**src/rtl/grid_renderer_if.sv**
```systemverilog
// grid_renderer_if: game-controller display request in, VGA adapter pixel port out.
interface grid_renderer_if #(
  parameter int GRID_SIZE = 3,
  parameter int STATE_SIZE = 4
);
  localparam int N = GRID_SIZE * GRID_SIZE;
  logic d_enable;
  logic d_cursor;
  logic d_reveal;
  logic [1:0] wl;
  logic [N-1:0] bombGrid;
  logic [N-1:0] revealGrid;
  logic [N-1:0] cursorGrid;
  logic [STATE_SIZE*N-1:0] states;
  logic [7:0] x;
  logic [6:0] y;
  logic [2:0] colour;
  logic plot;
  logic busy;
  logic done;
  modport master (
    output d_enable, d_cursor, d_reveal, wl, bombGrid, revealGrid, cursorGrid, states,
    input x, y, colour, plot, busy, done
  );
  modport slave (
    input d_enable, d_cursor, d_reveal, wl, bombGrid, revealGrid, cursorGrid, states,
    output x, y, colour, plot, busy, done
  );
endinterface

```
**src/rtl/grid_renderer.sv**
```systemverilog
// grid_renderer: snapshots the game grids and plots only changed cells, one pixel per clock.
// Optional macro CURSOR_BORDER_EN restricts the cursor colour to the cell border.
module grid_renderer #(
  parameter int GRID_SIZE = 3,
  parameter int STATE_SIZE = 4,
  parameter int CELL_PX = 8,
  parameter int X_ORIGIN = 0,
  parameter int Y_ORIGIN = 0
) (
  input logic clock,
  input logic reset,
  grid_renderer_if.slave io
);
  localparam int N = GRID_SIZE * GRID_SIZE;
  localparam int IW = $clog2(N + 1);
  localparam int GW = $clog2(GRID_SIZE + 1);
  localparam int PW = $clog2(CELL_PX);
  typedef enum logic [2:0] {IDLE, LATCH, SEEK, DRAW, DONE} state_t;
  state_t state, state_n;
  logic [N-1:0] bomb, rev, cur, mask, prev_cur, prev_rev;
  logic [STATE_SIZE*N-1:0] cnts;
  logic [STATE_SIZE-1:0] cnt;
  logic [1:0] wl_s, prev_wl;
  logic force_full, pending;
  logic [IW-1:0] idx;
  logic [GW-1:0] row, col;
  logic [PW-1:0] px, py;
  logic last_px, cell_end, seek_end, adv, cursor_on;
  logic [2:0] pix;
  logic unused;
  assign unused = &{1'b0, io.d_cursor, io.d_reveal};
  assign last_px = px == PW'(CELL_PX - 1);
  assign cell_end = last_px && py == PW'(CELL_PX - 1);
  assign seek_end = idx == IW'(N);
  assign adv = (state == SEEK && !seek_end && !mask[idx]) || (state == DRAW && cell_end);
  assign cnt = cnts[int'(idx)*STATE_SIZE +: STATE_SIZE];
`ifdef CURSOR_BORDER_EN
  assign cursor_on = cur[idx] && (px == '0 || py == '0 || last_px || py == PW'(CELL_PX - 1));
`else
  assign cursor_on = cur[idx];
`endif
  assign pix = cursor_on ? 3'b110 :
               (wl_s == 2'b10 && bomb[idx]) ? 3'b100 :
               !rev[idx] ? (wl_s == 2'b01 ? 3'b010 : 3'b001) :
               bomb[idx] ? 3'b100 :
               (cnt == '0) ? 3'b111 : 3'b011;
  assign io.busy = state != IDLE;
  assign io.done = state == DONE;
  always_comb begin
    state_n = state;
    case (state)
      IDLE:  state_n = io.d_enable ? LATCH : IDLE;
      LATCH: state_n = SEEK;
      SEEK:  state_n = seek_end ? DONE : mask[idx] ? DRAW : SEEK;
      DRAW:  state_n = cell_end ? SEEK : DRAW;
      DONE:  state_n = (pending || io.d_enable) ? LATCH : IDLE;
      default: state_n = IDLE;
    endcase
  end
  always_ff @(posedge clock or negedge reset)
    if (!reset) state <= IDLE;
    else state <= state_n;
  always_ff @(posedge clock or negedge reset) begin
    if (!reset) begin
      {bomb, rev, cur, mask, prev_cur, prev_rev, cnts, wl_s, prev_wl} <= '0;
      {pending, idx, row, col, px, py} <= '0;
      force_full <= 1'b1;
      io.x <= '0;
      io.y <= '0;
      io.colour <= '0;
      io.plot <= 1'b0;
    end else begin
      // requests during a frame coalesce; DONE consumes them
      pending <= (state == DONE) ? 1'b0 : pending | (io.d_enable && (state == SEEK || state == DRAW));
      io.plot <= state == DRAW;
      if (state == DRAW) begin
        io.x <= 8'(X_ORIGIN + int'(col) * CELL_PX + int'(px));
        io.y <= 7'(Y_ORIGIN + int'(row) * CELL_PX + int'(py));
        io.colour <= pix;
        px <= px + 1'b1;
        if (last_px) py <= py + 1'b1;
      end
      if (state == SEEK) begin
        px <= '0;
        py <= '0;
      end
      if (adv) begin
        idx <= idx + 1'b1;
        col <= (col == GW'(GRID_SIZE - 1)) ? '0 : col + 1'b1;
        if (col == GW'(GRID_SIZE - 1)) row <= row + 1'b1;
      end
      if (state == LATCH) begin
        bomb <= io.bombGrid;
        rev <= io.revealGrid;
        cur <= io.cursorGrid;
        cnts <= io.states;
        wl_s <= io.wl;
        mask <= (force_full || io.wl != prev_wl) ? '1 :
                (io.cursorGrid ^ prev_cur) | (io.revealGrid ^ prev_rev);
        {idx, row, col} <= '0;
      end
      if (state == DONE) begin
        prev_cur <= cur;
        prev_rev <= rev;
        prev_wl <= wl_s;
        force_full <= 1'b0;
      end
    end
  end
endmodule

```
**src/flat_wrapper.sv**
```systemverilog
// flat-port wrapper written by rule: the top's interface ports become plain ports
module grid_renderer_flat 
#(
  parameter int GRID_SIZE = 3,
  parameter int STATE_SIZE = 4,
  parameter int CELL_PX = 8,
  parameter int X_ORIGIN = 0,
  parameter int Y_ORIGIN = 0
)
  (clock, reset, io_d_enable, io_d_cursor, io_d_reveal, io_wl, io_bombGrid, io_revealGrid, io_cursorGrid, io_states, io_x, io_y, io_colour, io_plot, io_busy, io_done);
  grid_renderer_if #(.GRID_SIZE(GRID_SIZE), .STATE_SIZE(STATE_SIZE)) io_i ();
  input logic clock;
  input logic reset;
  input wire logic [$bits(io_i.d_enable)-1:0] io_d_enable;
  input wire logic [$bits(io_i.d_cursor)-1:0] io_d_cursor;
  input wire logic [$bits(io_i.d_reveal)-1:0] io_d_reveal;
  input wire logic [$bits(io_i.wl)-1:0] io_wl;
  input wire logic [$bits(io_i.bombGrid)-1:0] io_bombGrid;
  input wire logic [$bits(io_i.revealGrid)-1:0] io_revealGrid;
  input wire logic [$bits(io_i.cursorGrid)-1:0] io_cursorGrid;
  input wire logic [$bits(io_i.states)-1:0] io_states;
  output wire logic [$bits(io_i.x)-1:0] io_x;
  output wire logic [$bits(io_i.y)-1:0] io_y;
  output wire logic [$bits(io_i.colour)-1:0] io_colour;
  output wire logic [$bits(io_i.plot)-1:0] io_plot;
  output wire logic [$bits(io_i.busy)-1:0] io_busy;
  output wire logic [$bits(io_i.done)-1:0] io_done;
  assign io_i.d_enable = io_d_enable;
  assign io_i.d_cursor = io_d_cursor;
  assign io_i.d_reveal = io_d_reveal;
  assign io_i.wl = io_wl;
  assign io_i.bombGrid = io_bombGrid;
  assign io_i.revealGrid = io_revealGrid;
  assign io_i.cursorGrid = io_cursorGrid;
  assign io_i.states = io_states;
  assign io_x = io_i.x;
  assign io_y = io_i.y;
  assign io_colour = io_i.colour;
  assign io_plot = io_i.plot;
  assign io_busy = io_i.busy;
  assign io_done = io_i.done;
  grid_renderer #(.GRID_SIZE(GRID_SIZE), .STATE_SIZE(STATE_SIZE), .CELL_PX(CELL_PX), .X_ORIGIN(X_ORIGIN), .Y_ORIGIN(Y_ORIGIN)) u_core (.clock(clock), .reset(reset), .io(io_i));
endmodule
```
**config.mk**
```make
export PLATFORM = sky130hd
export DESIGN_NAME = grid_renderer_flat
export DESIGN_NICKNAME = d
export VERILOG_FILES = /design/src/rtl/grid_renderer_if.sv /design/src/rtl/grid_renderer.sv /design/src/flat_wrapper.sv
export SDC_FILE = /design/constraint.sdc
export NUM_CORES = 1
export LEC_CHECK = 0
export ABC_CLOCK_PERIOD_IN_PS = 2100
export BUFFER_PORTS_ARGS = -buffer_cell sky130_fd_sc_hd__buf_2
export CELL_PAD_IN_SITES_DETAIL_PLACEMENT = 0
export CELL_PAD_IN_SITES_GLOBAL_PLACEMENT = 1
export CORE_MARGIN = 2
export CORE_UTILIZATION = 42
export DETAILED_ROUTE_END_ITERATION = 6
export HOLD_SLACK_MARGIN = 0.03
export PLACE_DENSITY = 0.81
export SETUP_SLACK_MARGIN = 0.02
export SYNTH_ARGS = -nofsm -noshare
export SYNTH_HDL_FRONTEND = slang
export SYNTH_SLANG_ARGS = --single-unit
export TNS_END_PERCENT = 5
```
**constraint.sdc**
```tcl
create_clock -name clock -period 2.1 [get_ports clock]
set_clock_uncertainty 0.05 [all_clocks]
set_input_delay 0.105 -clock clock [delete_from_list [all_inputs] [get_ports clock]]
set_output_delay 0.105 -clock clock [all_outputs]
set_load 0.02 [all_outputs]
```
---- Word-level counts from Yosys, hierarchy flattened ----
Index checks and enable logic that the tools add are counted.
word-level totals
  bits of input ports ..................... 70
  memory bits (read-only) ................. 0
  memories ................................ 0
  bits in registers ....................... 132
  bits in latches ......................... 0
  logic and storage cells ................. 101
  output and inout bits ................... 21
  memory bits (writable) .................. 0
cells by class
  reductions and logical operators ........ 21
  mux-type cells .......................... 35
  magnitude comparators ................... 1
  divide/modulo/power cells ............... 0
  shifts and indexed selects .............. 1
  multipliers ............................. 0
  bitwise logic cells ..................... 4
  add/sub/neg operators ................... 7
  eq/ne operators ......................... 11
operator list
  kind                   count
  $shiftx A36 B7 Y4      1
  $mux W3                11
  $xor A9 B9 Y9          2
  $bmux W1 S4            4
  $pmux W3 S5            1
  $mux W2                7
  $add A5 B3 Y6          2
  $eq A3 B3 Y1 const B   3
  $mux W1                9
  $mux W9                1
  $or A9 B9 Y9           1
  $mux W4                2
  $reduce_bool A2 Y1     4
  $add A3 B1 Y3 const B  2
  $eq A3 B2 Y1 const B   2
  $logic_and A1 B1 Y1    6
  $lt A4 B5 Y1 const B   1
  $add A2 B1 Y2 const B  2
  $add A4 B1 Y4 const B  1
  $eq A2 B2 Y1 const B   2
  $eq A4 B4 Y1 const B   1
  $logic_not A4 Y1       1
  $logic_or A1 B1 Y1     4
  $reduce_and A2 Y1      2
  7 further kinds        8

---- Logic depth before layout (Yosys ltp) ----
  word-level depth ........................ 7
  depth in mapped cells ................... 8

---- Worst setup path before layout ----
Ideal clock, no wire load.
  kind .................................... register -> register
  from .................................... reg u_core.idx[0]
  to ...................................... reg u_core.io.colour[1]
  stages on the path, launching flop included .. 7
  slack ................................... 209 ps
  arrival ................................. 1,715 ps
  setup time .............................. 126 ps
  clock period less this slack ............ 1,891 ps
  required time ........................... 1,924 ps
  path buffers ............................ 1
  path through ............................ dfrtp_1 buf_6 mux4_2 nor2_2 a2bb2oi_2 nor2_1 o32a_1
on the way
  longest elaborated chain between the ends .. 6
  elaborated cells between the ends (all ways) .. 11
RTL lines
  element                        RTL line                                  RTL
  start, declared                grid_renderer.sv:25                       logic [IW-1:0] idx;
  start signal, assigned         grid_renderer.sv:88                       idx <= idx + 1'b1;
  $bmux W1 S4                    grid_renderer.sv:43, grid_renderer.sv:45
  $mux W1 (not written as such)  grid_renderer.sv:43, grid_renderer.sv:45
  $mux W3                        grid_renderer.sv:45                       bomb[idx] ? 3'b100 :
  $mux W3                        grid_renderer.sv:44                       !rev[idx] ? (wl_s == 2'b01 ? 3'b010 : 3'b001) :
  $mux W3                        grid_renderer.sv:43                       (wl_s == 2'b10 && bomb[idx]) ? 3'b100 :
  $mux W3 (*)                    grid_renderer.sv:42                       assign pix = cursor_on ? 3'b110 :
  end signal, assigned           grid_renderer.sv:79                       io.colour <= pix;
  end, declared                  grid_renderer_if.sv:27                    output x, y, colour, plot, busy, done
Mark *: on every way between the ends. The rest lies on a longest branch, timed or not. The select of a mux whose other input is x is not followed.
A chain may end at the register's enable or synchronous reset.

---- Worst setup path after layout ----
Ends and elaborated chain as after synthesis.

==> summary.md <==
| Metric | Value |
|---|---|
| Status | finished clean |
| Total congestion overflow | 0 |
| Die ar. | 14840 um^2 |
| All-Layer GR Usage | 20.32% |
| Slew HR | 51.02% |
| IO buf count | 83 |
| Post-Syn Instances | 568 |
| Clk pin slew, worst setup/hold paths | 0.05 ns |
| Core box area | 13720 um^2 |
| Seq/Total Area, Yosys | 54.55% |
| Row count | 43 |
| Nets | 803 |
| Final instance area | 7709 um^2 |
| CTS tree | done |
| Setup violations, final | 0 |
| N_diodes | 0 |
| Unrepaired setup endpoints after global routing | true |
| Mapped Avg Cell Area | 10.26 um^2 |
| Die width | 121.8 um |
| Synth Warn # | 0 |
| Post-DRT Antenna Nets | 0 |
| Vias per cell | 4.999 |
| H-tree depth | 4 |
| Yosys reg bits | 127 |
| Area grow syn2layout | 32.27% |
| PD cells | 901.9 nW/um^2 |
| Multi-input logic area | 2460 um^2 |
| Slew @ Worst Pin | 0.7347 ns |
| Worst vdd ir | 488.7 uV |
| Worst Path Arrival | 2.25 ns |
| EDFF count, synth | 0 |
| Fill count | 1229 |
| Max-Cap Viols | 0 |
| Number of global-route vias before repair | 4711 |
| Most frequent cells in the layout | 213 x nand2_1, 125 x dfrtp_1, 82 x buf_2 |
| Final Critical Period | 2.008 ns |
| First-pass GRT wire length | 22980 um |
| HPWL Detailed | 9099 um |
| Hold crit path type | in -> async |
| Synth cell types | 59 |
| RePlAce Congestion | 0.8269 |
| CP Launch Type | register |
| Final Hold Fails | 0 |
| Leakage power figure | 3.715 nW |
| Number of CTS-inserted buffers | 17 |
| Routed wire length | 13710 um |
| Slew Limit Fails | 0 |
| Syn Std Cell Area | 5828 um^2 |
| Largest net degree at the start of global routing | 76 |
| First drt pass iteration count | 4 |
| Initial antenna violation count | 0 |
| Root Buffer | clkbuf_16 |
| DP Area | 6497 um^2 |
| Die height | 121.8 um |
| Maximum net fanout on the critical path | 9 |
| Critical path class | reg -> reg |
| F_max | 0.4979 GHz |
| Area occupied by registers | 3181 um^2 |
| Crit end category | register |
| Most common cell after layout, fill and taps aside | nand2_1 |
| Fraction of registers with async set/reset | 100.0% |
| Fin util | 56.19% |
| Drt initial violations | 273 |
| Via Count | 4594 |
| Ports | 91 |
| Clk_lat worst skew | 0.41 ns |
| Clk sinks | 127 |
| Worst endpoint required time | 2.34 ns |
| Share of cells above drive strength 1 | 23.41% |
| WL per Instance | 14.92 um |
| Main flop type after synthesis | dfrtp_1 |
| Clk buf depth | 2 |
| Final Cycle Share | 95.63% |
| Initial Util | 42.48% |
| # DRC | 0 |
## metal layers
| metal | GRT usage, % | part of all wire (%) |
|---|---|---|
| met3 | 5.103 | 4.6 |
| met4 | 9.052 | 2.7 |
| met5 | 0 | 0 |
| met2 | 32.96 | 48 |
| met1 | 25.81 | 45 |
## cells by family (layout without fill, tap and decap cells)
kind of cell             Yosys count  in the layout  synth area share, %
AND/OR/NAND/NOR                  265            265                19.32
flip-flops                       127            127                54.55
other                              1              5              0.06434
buffers and inverters             41            208                3.692
AO/OA/AOI/OAI                     60             60                7.664
adder cells (fa/ha/maj)            6              6                1.288
XOR/XNOR                          20             20                3.006
multiplexers                      48             48                10.41
## worst paths after layout
path | from | to | slack [ns] | cells past startpoint
worst max register to register | u_core.idx[0]$_DFFE_PN0P_ | u_core.io.colour[1]$_DFFE_PN0P_ | 0.09 | 7
worst max-delay path | u_core.idx[0]$_DFFE_PN0P_ | u_core.io.colour[1]$_DFFE_PN0P_ | 0.09 | 7
min in group clock | io_states[11] | u_core.cnts[11]$_DFFE_PN0N_ | 0.36 | 4
worst min register to register | u_core.cnts[34]$_DFFE_PN0N_ | u_core.cnts[34]$_DFFE_PN0N_ | 0.42 | 2
worst min-delay path | reset | u_core.row[1]$_DFFE_PN0P_ | 0.11 | 2
max in group asynchronous | reset | u_core.cnts[11]$_DFFE_PN0N_ | 1.24 | 3
## critical path, stage by stage, from the launching register on
cell and delay, ns:
dfrtp_2 0.43, buf_12 0.14, buf_4 0.19, mux2i_1 0.14, a221o_1 0.33, a2bb2oi_2 0.16, and3b_1 0.17, o32a_1 0.28
## final cells by class
cell class	count	area share, %
well taps	180	2.922
repair buffers	169	16.78
multi-input cells	404	31.91
flip-flops and latches	127	41.26
clock inverters	7	0.4869
inverters	8	0.3895
clock buffers	24	6.249
## timing repair
item,CTS,global route
pin swaps,0,1
endpoints found under the setup margin,5,4
endpoints found under the hold margin,203,0
resized for setup,1,0
setup buffers,1,0
hold buffers,67,0
## flip-flops by register name (all words and copies together), names as in the netlist, 3 cells and up
register / flops
u_core.state: 3
u_core.prev_cur: 9
u_core.io.y: 5
u_core.io.x: 5
u_core.mask: 9
u_core.rev: 9
u_core.cnts: 36
u_core.prev_rev: 9
u_core.io.colour: 3
u_core.px: 3
u_core.idx: 4
u_core.py: 3
u_core.cur: 9
u_core.bomb: 9
## cell usage after synthesis (2+ instances only)
master      n  share of area [%]
a21oi_1     7               0.60
a221o_1     3               0.52
a22o_1      4               0.60
a31oi_1     9               0.97
and3_1      2               0.21
and3b_1     2               0.30
buf_1       3               0.19
buf_2       4               0.34
buf_4       6               0.77
buf_6       3               0.58
clkbuf_1   16                1.0
dfrtp_1   126                 54
ha_1        6                1.3
inv_1       8               0.52
mux2_1      7                1.4
mux2_2     21                4.1
mux2i_1    13                2.2
mux4_2      6                2.3
nand2_1   213                 14
nand2b_1    2               0.21
nand3_1     3               0.26
nand3b_1    3               0.39
nor2_1     16                1.0
nor2b_1     3               0.32
nor3_1      3               0.26
nor3b_1     3               0.39
nor4_1      8               0.86
o211ai_1    2               0.26
o211ai_2    2               0.43
o21ai_0    15                1.3
o21ai_1     3               0.26
xnor2_1    18                2.7
xor2_1      2               0.30
## power by group
part	total [W]	switching, W	internal [W]	leakage, nW
Sequential	0.00293	0.000216	0.00271	1.52
Clock	0.00257	0.000993	0.00158	0.259
Combinational	0.00146	0.000724	0.000732	1.93
Total	0.00695	0.00193	0.00502	3.72
## per-stage QoR
stage               instances  worst slack [ns]  power [W]   TNS, ns  hold slack [ns]
CTS                       919           0.03869   0.007023         0           0.1086
global route              919           0.01247   0.007299         0           0.1336
global placement          820           0.08200   0.004231         0         0.002876
floorplan                 572            0.2087   0.003829         0          -0.2406
detailed placement        820          -0.03903   0.004299  -0.03903         0.007072
finish                    919           0.09175   0.006952         0           0.1098
Power figures use the tool's default switching activity.
